File: config.mk
export PLATFORM = sky130hd
export DESIGN_NAME = keypad_pin_lock
export DESIGN_NICKNAME = d
export VERILOG_FILES = /design/src/rtl/keypad_pin_lock.sv
export SDC_FILE = /design/constraint.sdc
export NUM_CORES = 1
export LEC_CHECK = 0
export CAP_MARGIN = 40
export CORE_MARGIN = 8
export CORE_UTILIZATION = 54
export CTS_CLUSTER_DIAMETER = 150
export DETAILED_ROUTE_END_ITERATION = 6
export DONT_BUFFER_PORTS = 1
export PLACE_DENSITY = 0.69
export SYNTH_ARGS = -nofsm -noshare
export SYNTH_HDL_FRONTEND = slang
export SYNTH_SLANG_ARGS = --single-unit
File: constraint.sdc
create_clock -name clk -period 3.5 [get_ports clk]
set_clock_uncertainty 0.15 [all_clocks]
set_input_delay 0.7 -clock clk [delete_from_list [all_inputs] [get_ports clk]]
set_output_delay 0.7 -clock clk [all_outputs]
set_load 0.02 [all_outputs]
File: src/rtl/keypad_pin_lock.sv
// PIN lock controller: collects BCD digits from a keypad event stream, checks them
// against a stored PIN, and manages unlock, PIN change and timed lockout.
module keypad_pin_lock #(
  parameter int                     PIN_LEN     = 4,
  parameter logic [4*PIN_LEN-1:0]   DEFAULT_PIN = 16'h1234,
  parameter int                     MAX_FAIL    = 3,
  parameter int                     LOCK_CYCLES = 50000000
) (
  input  logic                 clk,
  input  logic                 rst,
  input  logic                 key_valid,
  input  logic [3:0]           key_value,
  output logic [4*PIN_LEN-1:0] entry_buf,
  output logic [3:0]           digit_cnt,
  output logic                 unlocked,
  output logic                 locked,
  output logic                 fail_pulse,
  output logic                 set_done,
  output logic [3:0]           fail_cnt,
  output logic [2:0]           state
);

  localparam int             BUF_W    = 4 * PIN_LEN;
  localparam int             TIMER_W  = $clog2(LOCK_CYCLES + 1);
  localparam logic [3:0]     PIN_LEN_C  = 4'(PIN_LEN);
  localparam logic [3:0]     MAX_FAIL_C = 4'(MAX_FAIL);
  localparam logic [TIMER_W-1:0] LOCK_C = TIMER_W'(LOCK_CYCLES);
  localparam logic [TIMER_W-1:0] TIMER_ONE = TIMER_W'(1);

  typedef enum logic [2:0] {
    ST_ENTRY   = 3'd0,
    ST_CHECK   = 3'd1,
    ST_OPEN    = 3'd2,
    ST_SET     = 3'd3,
    ST_LOCKOUT = 3'd4
  } state_e;

  state_e               state_q, state_d;
  logic [BUF_W-1:0]     entry_buf_q, entry_buf_d;
  logic [3:0]           digit_cnt_q, digit_cnt_d;
  logic [3:0]           fail_cnt_q, fail_cnt_d;
  logic [BUF_W-1:0]     stored_q, stored_d;
  logic [TIMER_W-1:0]   timer_q, timer_d;
  logic                 unlocked_q, unlocked_d;
  logic                 locked_q, locked_d;
  logic                 fail_pulse_q, fail_pulse_d;
  logic                 set_done_q, set_done_d;

  logic                 key_digit, key_star, key_hash;
  logic                 buf_full;
  logic                 pin_match;
  logic [BUF_W-1:0]     buf_shift;
  logic [3:0]           fail_inc;

  // Codes 12-15 decode to nothing, so they fall through every state untouched.
  assign key_digit = key_valid && (key_value <= 4'd9);
  assign key_star  = key_valid && (key_value == 4'd10);
  assign key_hash  = key_valid && (key_value == 4'd11);

  assign buf_full  = (digit_cnt_q == PIN_LEN_C);
  assign pin_match = buf_full && (entry_buf_q == stored_q);
  assign fail_inc  = (fail_cnt_q >= MAX_FAIL_C) ? MAX_FAIL_C : fail_cnt_q + 4'd1;

  always_comb begin
    buf_shift      = entry_buf_q << 4;
    buf_shift[3:0] = key_value;
  end

  always_comb begin
    state_d      = state_q;
    entry_buf_d  = entry_buf_q;
    digit_cnt_d  = digit_cnt_q;
    fail_cnt_d   = fail_cnt_q;
    stored_d     = stored_q;
    timer_d      = timer_q;
    fail_pulse_d = 1'b0;
    set_done_d   = 1'b0;

    case (state_q)
      ST_ENTRY: begin
        if (key_digit) begin
          if (!buf_full) begin
            entry_buf_d = buf_shift;
            digit_cnt_d = digit_cnt_q + 4'd1;
          end
        end else if (key_star) begin
          entry_buf_d = '0;
          digit_cnt_d = '0;
        end else if (key_hash) begin
          state_d = ST_CHECK;
        end
      end

      ST_CHECK: begin
        entry_buf_d = '0;
        digit_cnt_d = '0;
        if (pin_match) begin
          state_d    = ST_OPEN;
          fail_cnt_d = '0;
        end else begin
          fail_pulse_d = 1'b1;
          fail_cnt_d   = fail_inc;
          if (fail_inc == MAX_FAIL_C) begin
            state_d = ST_LOCKOUT;
            timer_d = LOCK_C;
          end else begin
            state_d = ST_ENTRY;
          end
        end
      end

      ST_OPEN: begin
        if (key_hash) begin
          state_d = ST_ENTRY;
        end else if (key_star) begin
          state_d     = ST_SET;
          entry_buf_d = '0;
          digit_cnt_d = '0;
        end
      end

      ST_SET: begin
        if (key_digit) begin
          if (!buf_full) begin
            entry_buf_d = buf_shift;
            digit_cnt_d = digit_cnt_q + 4'd1;
          end
        end else if (key_star) begin
          state_d     = ST_OPEN;
          entry_buf_d = '0;
          digit_cnt_d = '0;
        end else if (key_hash && buf_full) begin
          stored_d    = entry_buf_q;
          set_done_d  = 1'b1;
          state_d     = ST_OPEN;
          entry_buf_d = '0;
          digit_cnt_d = '0;
        end
      end

      ST_LOCKOUT: begin
        // Timer was loaded with LOCK_CYCLES on entry; leaving at 1 gives exactly that many cycles.
        if (timer_q == TIMER_ONE) begin
          state_d    = ST_ENTRY;
          timer_d    = '0;
          fail_cnt_d = '0;
        end else begin
          timer_d = timer_q - TIMER_ONE;
        end
      end

      default: begin
        state_d     = ST_ENTRY;
        entry_buf_d = '0;
        digit_cnt_d = '0;
      end
    endcase
  end

  // Status levels follow the next state so they are registered alongside it.
  always_comb begin
    unlocked_d = (state_d == ST_OPEN) || (state_d == ST_SET);
    locked_d   = (state_d == ST_LOCKOUT);
  end

  always_ff @(posedge clk or negedge rst) begin
    if (!rst) begin
      state_q      <= ST_ENTRY;
      entry_buf_q  <= '0;
      digit_cnt_q  <= '0;
      fail_cnt_q   <= '0;
      stored_q     <= DEFAULT_PIN;
      timer_q      <= '0;
      unlocked_q   <= 1'b0;
      locked_q     <= 1'b0;
      fail_pulse_q <= 1'b0;
      set_done_q   <= 1'b0;
    end else begin
      state_q      <= state_d;
      entry_buf_q  <= entry_buf_d;
      digit_cnt_q  <= digit_cnt_d;
      fail_cnt_q   <= fail_cnt_d;
      stored_q     <= stored_d;
      timer_q      <= timer_d;
      unlocked_q   <= unlocked_d;
      locked_q     <= locked_d;
      fail_pulse_q <= fail_pulse_d;
      set_done_q   <= set_done_d;
    end
  end

  assign entry_buf  = entry_buf_q;
  assign digit_cnt  = digit_cnt_q;
  assign unlocked   = unlocked_q;
  assign locked     = locked_q;
  assign fail_pulse = fail_pulse_q;
  assign set_done   = set_done_q;
  assign fail_cnt   = fail_cnt_q;
  assign state      = state_q;

endmodule

==> flow_summary.ini, run 1 <==
[status]
status = complete, no violations

[die]
rows = 30
fp.coreArea_um2 = 6832
ios = 38
dieWidth_um = 100.2
die_y_um = 100.2
die_area_um2 = 10050
initial_utilization = 0.5610

[cts]
clk_latency_ns = 0.35
root_buffer = clkbuf_8
cts_max_path_buffers = 2
cts_tree = yes
clkTransAtPathRegs_ns = 0.09
cts.sinks = 73
cts_resized = 0
postCtsSetupBuffers = 0
numCtsBuffers = 9
ctsHoldBuffers = 1
h-tree-depth = 3

[yosys]
yosysUniqueCellTypes = 52
ys_seq_elements = 73
synthesis.area_um2 = 3832
synth_common_cells = 68 x dfrtp_1, 36 x inv_1, 32 x nand2_1, 29 x o21ai_1, 19 x nor2_1
synth.avg_cell_area_um2 = 9.213
ys_seq_area_frac = 0.4783
synth_area_leaders = dfrtp_1 44%, o21ai_1 3.8%, a22oi_1 3.5%
synthFlopType = dfrtp_1
synth_nets = 428
yosysWarnings = 0
synth_top_cell_area_share = 0.4440
synth_cells = 416
synth.most_common_cell = dfrtp_1
synthArstFlopShare = 1.000
synth_top_area_cell = dfrtp_1
synth_edf_count = 0

[worst_hold_path]
hp-class = in2async

[route]
postRouteAntennaNets = 0
vias = 3154
avgRoutedWirePerCell_um = 17.22
drtPass1Iterations = 4
drt_iter0_markers = 241
drt_wl_total_mm = 8.953
avgViaCountPerCell = 6.065
drc_errors = 0

[cells_and_area]
nets = 431
multi_input_area_um2 = 1787
fin_cells = 520
num_antenna_cells = 0
drive_gt1_frac = 0.09434
regArea_um2 = 1833
syn2layout_area_growth_pct = 9.500
fill_cells = 591

[sta]
max-slew-margin-rel = 0.4765
tns_ns = 0
fmax_mhz = 367.0
grt_setup_unrepaired = no
finalCriticalPeriod_ns = 2.725
tightest_slew_ns = 0.7780
period_share = 0.7786
fin_ws_ns = 0.7749
slew_viol_final = 0
hold_slack_ns = 0.03215
hold_violations = 0
finalSetupViolations = 0

[setup_path]
crit_arrival_ns = 2.85
crit_type = reg2reg
crit_required_ns = 3.62
path_cells = nor4_1 -> nand4_1 -> nor2_1 -> or4b_4 -> o221ai_2
cp-start-kind = flop
cpMaxStageDelayCell = nor4_1
slowest_delay_ns = 0.72
end_kind = flop
crit_path_max_fanout = 7
critical-path-top-delay-family = simple AND/OR/NAND/NOR gates
worst-path-buf-inv = 0

[power]
power_per_cell_area_nw_per_um2 = 867.2
vdd_drop_max_mv = 0.4997
leakage_uw = 0.001822

[placed_design]
port_buffers = 0
dpl_worst_slack_ns = 0.8358
hpwl_mm = 6.000
gp_congestion = 0.8193
place_inst = 503

[grt]
grt_pass1_vias = 3044
grt_pass1_wl_mm = 15.45
globalRouteOverflowTotal = 0
grt_max_degree = 69
grt_usage = 0.1905
antenna_found_initial = 0

[job]
max-cap-violations = 0
[logic make-up (layout without fill, tap and decap cells)]
kind of cell | after synthesis | in the layout | synth area share
compound gates | 138 | 138 | 0.2302
simple gates | 129 | 129 | 0.1796
flops | 73 | 73 | 0.4783
buf+inv | 54 | 62 | 0.05681
xor+xnor | 17 | 17 | 0.03885
fa+ha+maj | 5 | 5 | 0.01632
[path summary, 6_finish.rpt]
| kind | slack [ns] | endpoint | depth (start not counted) | from |
|---|---|---|---|---|
| max in group asynchronous | 2.84 | entry_buf[13] | 1 | rst |
| worst max register to register | 0.77 | timer_q[25] | 5 | timer_q[2] |
| worst min register to register | 0.32 | stored_q[9] | 2 | stored_q[9] |
| min in group clk | 0.32 | stored_q[9] | 2 | stored_q[9] |
| worst min-delay path | 0.03 | stored_q[4] | 0 | rst |
| worst max-delay path | 0.77 | timer_q[25] | 5 | timer_q[2] |
[worst register-to-register path, cell delays in order (launching register included)]
cell and delay (ns):
dfrtp_1 0.44, nor4_1 0.72, nand4_1 0.33, nor2_1 0.36, or4b_4 0.51, o221ai_2 0.16
[area by class of cell]
type                       count  area share
timing repair buffer          10     0.02266
clock inverter                 7     0.02445
inverter                      36     0.03220
multi-input combinational    289      0.4258
tap                           96     0.02862
clock buffer                   9     0.02952
sequential                    73      0.4368
[placed cells by master (no fill, tap or decap), drive strengths merged, types with 10 or more instances in the layout]
cell	netlist	final
a21oi	16	16
a22oi	18	18
a31oi	15	15
buf	2	10
dfrtp	68	68
inv	36	37
nand2	32	32
nand2b	10	10
nand3	16	16
nor2	19	19
nor3	12	12
o211ai	10	10
o21ai	46	46
xor2	14	14
[per-stage QoR]
step	utilization	total power [uW]	cell area [um^2]
3_5_place_dp	0.5771	2864	3943
6_report	0.6143	3639	4197
2_1_floorplan	-	2526	3832
3_3_place_gp	0.5771	2839	3943
4_1_cts	0.6143	3642	4197
5_1_grt	0.6143	3906	4197
[report_power, final]
group | switching, uW | total (uW) | internal (uW)
combinational | 799 | 1310 | 512
sequential | 508 | 1580 | 1070
clock | 339 | 747 | 407
total | 1650 | 3640 | 1990
[flip-flops by register name, summed over array words and instances (netlist names)]
| name | count |
|---|---|
| locked | 1 |
| digit_cnt | 4 |
| set_done | 1 |
| fail_cnt | 4 |
| entry_buf | 16 |
| stored_q | 16 |
| timer_q | 26 |
| fail_pulse | 1 |
| unlocked | 1 |
| state | 3 |
[per-layer routing]
layer	GRT usage	vias up	wire, um
li1	-	1533	-
met4	0.06279	0	106
met5	0	-	0
met2	0.2856	84	4016
met3	0.03806	9	505
met1	0.2668	1528	4324
Note: power is estimated with default switching activity, not from simulation.
==> run 2, diff against run 1 <==
- clock period: 3.5 -> 2.9 ns (I/O delays scaled with it)
==> run 2 against run 1 <==
Effect of this change:
- final cell count rose by 1.3%
- sequential power rose by 20%
- critical path depth rose by 2
- cell area rose by 0.15%
- setup slack got worse by 0.41 ns
- first-iteration DRC count fell by 37%
- flip-flop and latch count did not move
- wire length rose by 0.15%
- combinational power rose by 25%
- largest cell class unchanged
- highest routed layer unchanged
==> flow_summary.ini, run 2 (synthesized netlist as in run 1, its figures left out) <==
[cells_and_area]
syn2layout_area_growth_pct = 9.664
multi_input_area_um2 = 1787
fill_cells = 597
fin_cells = 527
finalInstanceArea_um2 = 4203
mostFrequentLayoutCell = dfrtp_1
largest_register_ffs = 26
num_antenna_cells = 0
nets = 438
regArea_um2 = 1833
final_cell_mix = 68 x dfrtp_1, 36 x inv_1, 32 x nand2_1
regMostFlops = timer_q
drive_gt1_frac = 0.1067

[cts]
numCtsBuffers = 9
cts_max_path_buffers = 2
clk_latency_ns = 0.35
root_buffer = clkbuf_8
clkTransAtPathRegs_ns = 0.08
postCtsSetupBuffers = 0
cts.sinks = 73
h-tree-depth = 3
cts_tree = yes

[sta]
fmax_mhz = 394.2
max-slew-margin-rel = 0.5125
hold_violations = 0
finalCriticalPeriod_ns = 2.537
finalSetupViolations = 0
period_share = 0.8747
slew_viol_final = 0
tightest_slew_ns = 0.7129
tns_ns = 0
grt_setup_unrepaired = no

[power]
p_int_uw = 2263
vdd_drop_max_mv = 0.4216
pwr-share-clk = 0.173
sequentialPowerShare = 0.443
p_sw_frac = 0.4705
leakage_uw = 0.001828
p_comb_frac = 0.384
p_switching_uw = 2010
power_per_cell_area_nw_per_um2 = 1017

[die]
initial_utilization = 0.5610
fp.coreArea_um2 = 6832
rows = 30
die_y_um = 100.2
dieWidth_um = 100.2
die_area_um2 = 10050
ios = 38

[route]
drc_errors = 0
vias = 3146
avgViaCountPerCell = 5.970
drtPass1Iterations = 5
drt_wl_total_mm = 8.966
drt_iter0_markers = 153
postRouteAntennaNets = 0
avgRoutedWirePerCell_um = 17.01

[placed_design]
port_buffers = 0
gp_congestion = 0.8200
place_inst = 509
hpwl_mm = 6.120
dpl_cell_area_um2 = 3988

[setup_path]
end_kind = flop
rr_worst_depth = 7
crit_type = reg2reg
crit_required_ns = 2.99
crit_arrival_ns = 2.63
crit_path_max_fanout = 15
cp-start-kind = flop

[grt]
antenna_found_initial = 0
globalRouteOverflowTotal = 0
grt_pass1_wl_mm = 15.44
grt_max_degree = 74
grt_usage = 0.1919
grt_pass1_vias = 3087

[job]
max-cap-violations = 0

[status]
status = complete, no violations

[worst_hold_path]
min_delay_path_depth = 2
hp-class = in2reg
==> run 2: changes by cell type in the layout (fill, tap and decap cells not counted), sizes merged <==
cell / delta
buf: +6
bufinv: -2
clkinvlp: +2
clkinv: -1
dlygate4sd3: +1
inv: +1
==> run 2: repair_timing <==
item,CTS,global route
hold buffers,2,0
endpoints found under the hold margin,73,0
gates resized for setup,0,0
==> run 2: final cells by class <==
type	count	share of cell area
Sequential cell	73	0.4361
Inverter	36	0.03215
Clock buffer	9	0.02947
Tap cell	96	0.02858
Timing Repair Buffer	17	0.03572
Clock inverter	7	0.01280
Multi-Input combinational cell	289	0.4251
==> run 2: final timing paths <==
| path | from | endpoint | slack (ns) |
|---|---|---|---|
| setup / recovery | digit_cnt[0] | timer_q[21] | 0.36 |
| hold / removal | key_value[1] | entry_buf[1] | 0.24 |
| setup reg to reg | digit_cnt[0] | timer_q[21] | 0.36 |
| hold reg to reg | stored_q[9] | stored_q[9] | 0.33 |
| max in group asynchronous | rst | stored_q[5] | 1.62 |
| min in group asynchronous | rst | entry_buf[12] | 0.66 |
==> run 2: stage by stage <==
| step | hold slack (ns) | setup slack [ns] | total power, uW | util |
|---|---|---|---|---|
| global placement | 0.1366 | 0.4365 | 3465 | 0.5837 |
| global route | 0.2328 | 0.2397 | 4610 | 0.6152 |
| CTS | 0.2287 | 0.3448 | 4283 | 0.6152 |
| finish | 0.2389 | 0.3635 | 4273 | 0.6152 |
| detailed placement | 0.1371 | 0.3619 | 3512 | 0.5837 |
| floorplan | 0.1344 | 0.4431 | 3049 | - |
==> run 2: power by group through the flow <==
stage / Clock, uW / Combinational [uW] / Sequential (uW)
2_1_floorplan: 0 / 1280 / 1770
3_3_place_gp: 0 / 1560 / 1900
3_5_place_dp: 0 / 1600 / 1910
4_1_cts: 752 / 1640 / 1890
5_1_grt: 796 / 1860 / 1950
6_report: 737 / 1640 / 1890
==> run 2: critical path, stage by stage (launching register included) <==
cell      delay (ns)
dfrtp_1         0.51
inv_1           0.11
ha_1            0.15
nand3b_1        0.11
nor4_1          0.37
nand3_1         0.19
o31a_1          0.54
o211a_1         0.29
==> run 2: layer usage <==
layer,GRT usage,vias to the layer above,share of wire
met5,0,-,0
met1,0.2597,1514,0.48
met3,0.05121,7,0.062
li1,-,1550,-
met2,0.2831,75,0.45
met4,0.07674,0,0.0095
==> run 3, diff against run 2 <==
- clock period: 2.9 -> 2.8 ns (I/O delays scaled with it)
==> run 3 against run 2 <==
Effect of this change:
- wire length is 0.90% lower
- core utilization is 1.0 points higher
- via count is 0.64% higher
- count of clock-buffer cells in the layout is 1 higher
- fmax is 1.4% higher
- die area stayed put
- first-iteration DRC count is 0.65% lower
- final cell count is 0.76% higher
- global-route usage is 0.52 points lower
- sequential share of layout area is 0.73 points lower
- largest power group unchanged
- critical path depth stayed put
==> flow_summary.ini, run 3 (synthesized netlist as in run 1, its figures left out) <==
[worst_hold_path]
min_from = key_value[2]
hp-class = in2reg
hold_end = entry_buf[2]
min_delay_path_depth = 2

[status]
status = complete, no violations

[setup_path]
crit_path_max_fanout = 15
slowest_delay_ns = 0.53
rr_startpoint = digit_cnt[1]
crit_cells = 7
r2r_setup_slack_ns = 0.30
path_cells = inv_1 -> ha_1 -> nand3b_1 -> nor4_1 -> nand3_1 -> o31a_1 -> o211a_1
worst-path-buf-inv = 1
r2r_end = timer_q[21]
crit_arrival_ns = 2.60
critical-path-top-delay-family = compound AO/OA/AOI/OAI gates
rr_worst_depth = 7
crit_required_ns = 2.89
cpMaxStageDelayCell = o31a_1
crit_type = reg2reg
cp-start-kind = flop
end_kind = flop

[cts]
cts.sinks = 73
clk_latency_ns = 0.35
cts_max_path_buffers = 2
root_buffer = clkbuf_8
h-tree-depth = 3
clkTransAtPathRegs_ns = 0.09
numCtsBuffers = 9
cts_tree = yes
postCtsSetupBuffers = 0

[route]
drt_iter0_markers = 152
avgViaCountPerCell = 5.962
drt_wl_total_mm = 8.885
vias = 3166
drc_errors = 0
drtPass1Iterations = 4
postRouteAntennaNets = 0
avgRoutedWirePerCell_um = 16.73

[placed_design]
hpwl_mm = 6.026
port_buffers = 0
gp_congestion = 0.8418
place_inst = 513

[cells_and_area]
num_antenna_cells = 0
largest_register_ffs = 26
final_cell_mix = 68 x dfrtp_1, 36 x inv_1, 32 x nand2_1
regMostFlops = timer_q
nets = 442
drive_gt1_frac = 0.1126
mostFrequentLayoutCell = dfrtp_1
syn2layout_area_growth_pct = 11.52
fin_cells = 531

[die]
initial_utilization = 0.5610
fp.coreArea_um2 = 6832
rows = 30
die_area_um2 = 10050
die_y_um = 100.2
dieWidth_um = 100.2
ios = 38

[sta]
finalSetupViolations = 0
fmax_mhz = 399.9
max-slew-margin-rel = 0.5730
grt_setup_unrepaired = no
hold_violations = 0
slew_viol_final = 0
tightest_slew_ns = 0.6244
period_share = 0.8931
tns_ns = 0
finalCriticalPeriod_ns = 2.501

[grt]
globalRouteOverflowTotal = 0
grt_usage = 0.1868
grt_pass1_vias = 2965
grt_max_degree = 74
antenna_found_initial = 0
grt_pass1_wl_mm = 15.09

[power]
vdd_drop_max_mv = 0.5731
leakage_uw = 0.001865
power_per_cell_area_nw_per_um2 = 1084

[job]
max-cap-violations = 0
## run 3: area by class of cell
| type | instances | area [um^2] |
|---|---|---|
| fillers | 606 | 2557 |
| flip-flops and latches | 73 | 1833 |
| multi-input cells | 289 | 1787 |
| repair buffers | 21 | 180.2 |
| inverters | 36 | 135.1 |
| clock buffers | 10 | 127.6 |
| well taps | 96 | 120.1 |
| clock inverters | 6 | 91.34 |
## run 3: worst max path at each step
stage	start	endpoint	slack, ns
finish	digit_cnt[1]	timer_q[21]	0.30
global route	digit_cnt[1]	timer_q[4]	0.17
CTS	digit_cnt[1]	timer_q[21]	0.29
detailed placement	digit_cnt[1]	timer_q[21]	0.31
global placement	digit_cnt[1]	timer_q[21]	0.35
floorplan	timer_q[16]	timer_q[25]	0.34
## run 3: per-layer routing
layer  global-route usage  vias to the layer above  wire length (um)
met4              0.08023                        0                85
met1               0.2609                     1515              4233
met2               0.2692                       96              3969
met5                    0                        -                 0
met3              0.04152                        7               596
li1                     -                     1548                 -
## run 3: power breakdown
part / leakage [uW] / internal (uW) / switching, uW
clock network: 0.0000991 / 505 / 421
registers: 0.000966 / 1340 / 561
logic: 0.000800 / 711 / 1090
## run 3: what timing repair did
item | in CTS | in global routing
endpoints found under the hold margin | 73 | 0
resized for setup | 0 | 0
hold buffers | 2 | 0
setup endpoints to repair | 0 | 0
## run 3: per-stage QoR
| step | hold WS (ns) | util | worst slack [ns] | cell area [um^2] | power (uW) |
|---|---|---|---|---|---|
| after floorplan | 0.1144 | - | 0.3432 | 3832 | 3158 |
| after global placement | 0.1166 | 0.5881 | 0.3493 | 4018 | 3634 |
| after detailed placement | 0.1168 | 0.5881 | 0.3094 | 4018 | 3686 |
| after CTS | 0.1960 | 0.6256 | 0.2871 | 4274 | 4645 |
| after global routing | 0.2227 | 0.6256 | 0.1738 | 4274 | 4974 |
| final | 0.2071 | 0.6256 | 0.2994 | 4274 | 4633 |
## run 3: worst register-to-register path, cell delays in order (launching register included)
cell      delay (ns)
dfrtp_1         0.49
inv_1           0.12
ha_1            0.16
nand3b_1        0.10
nor4_1          0.37
nand3_1         0.19
o31a_1          0.53
o211a_1         0.29
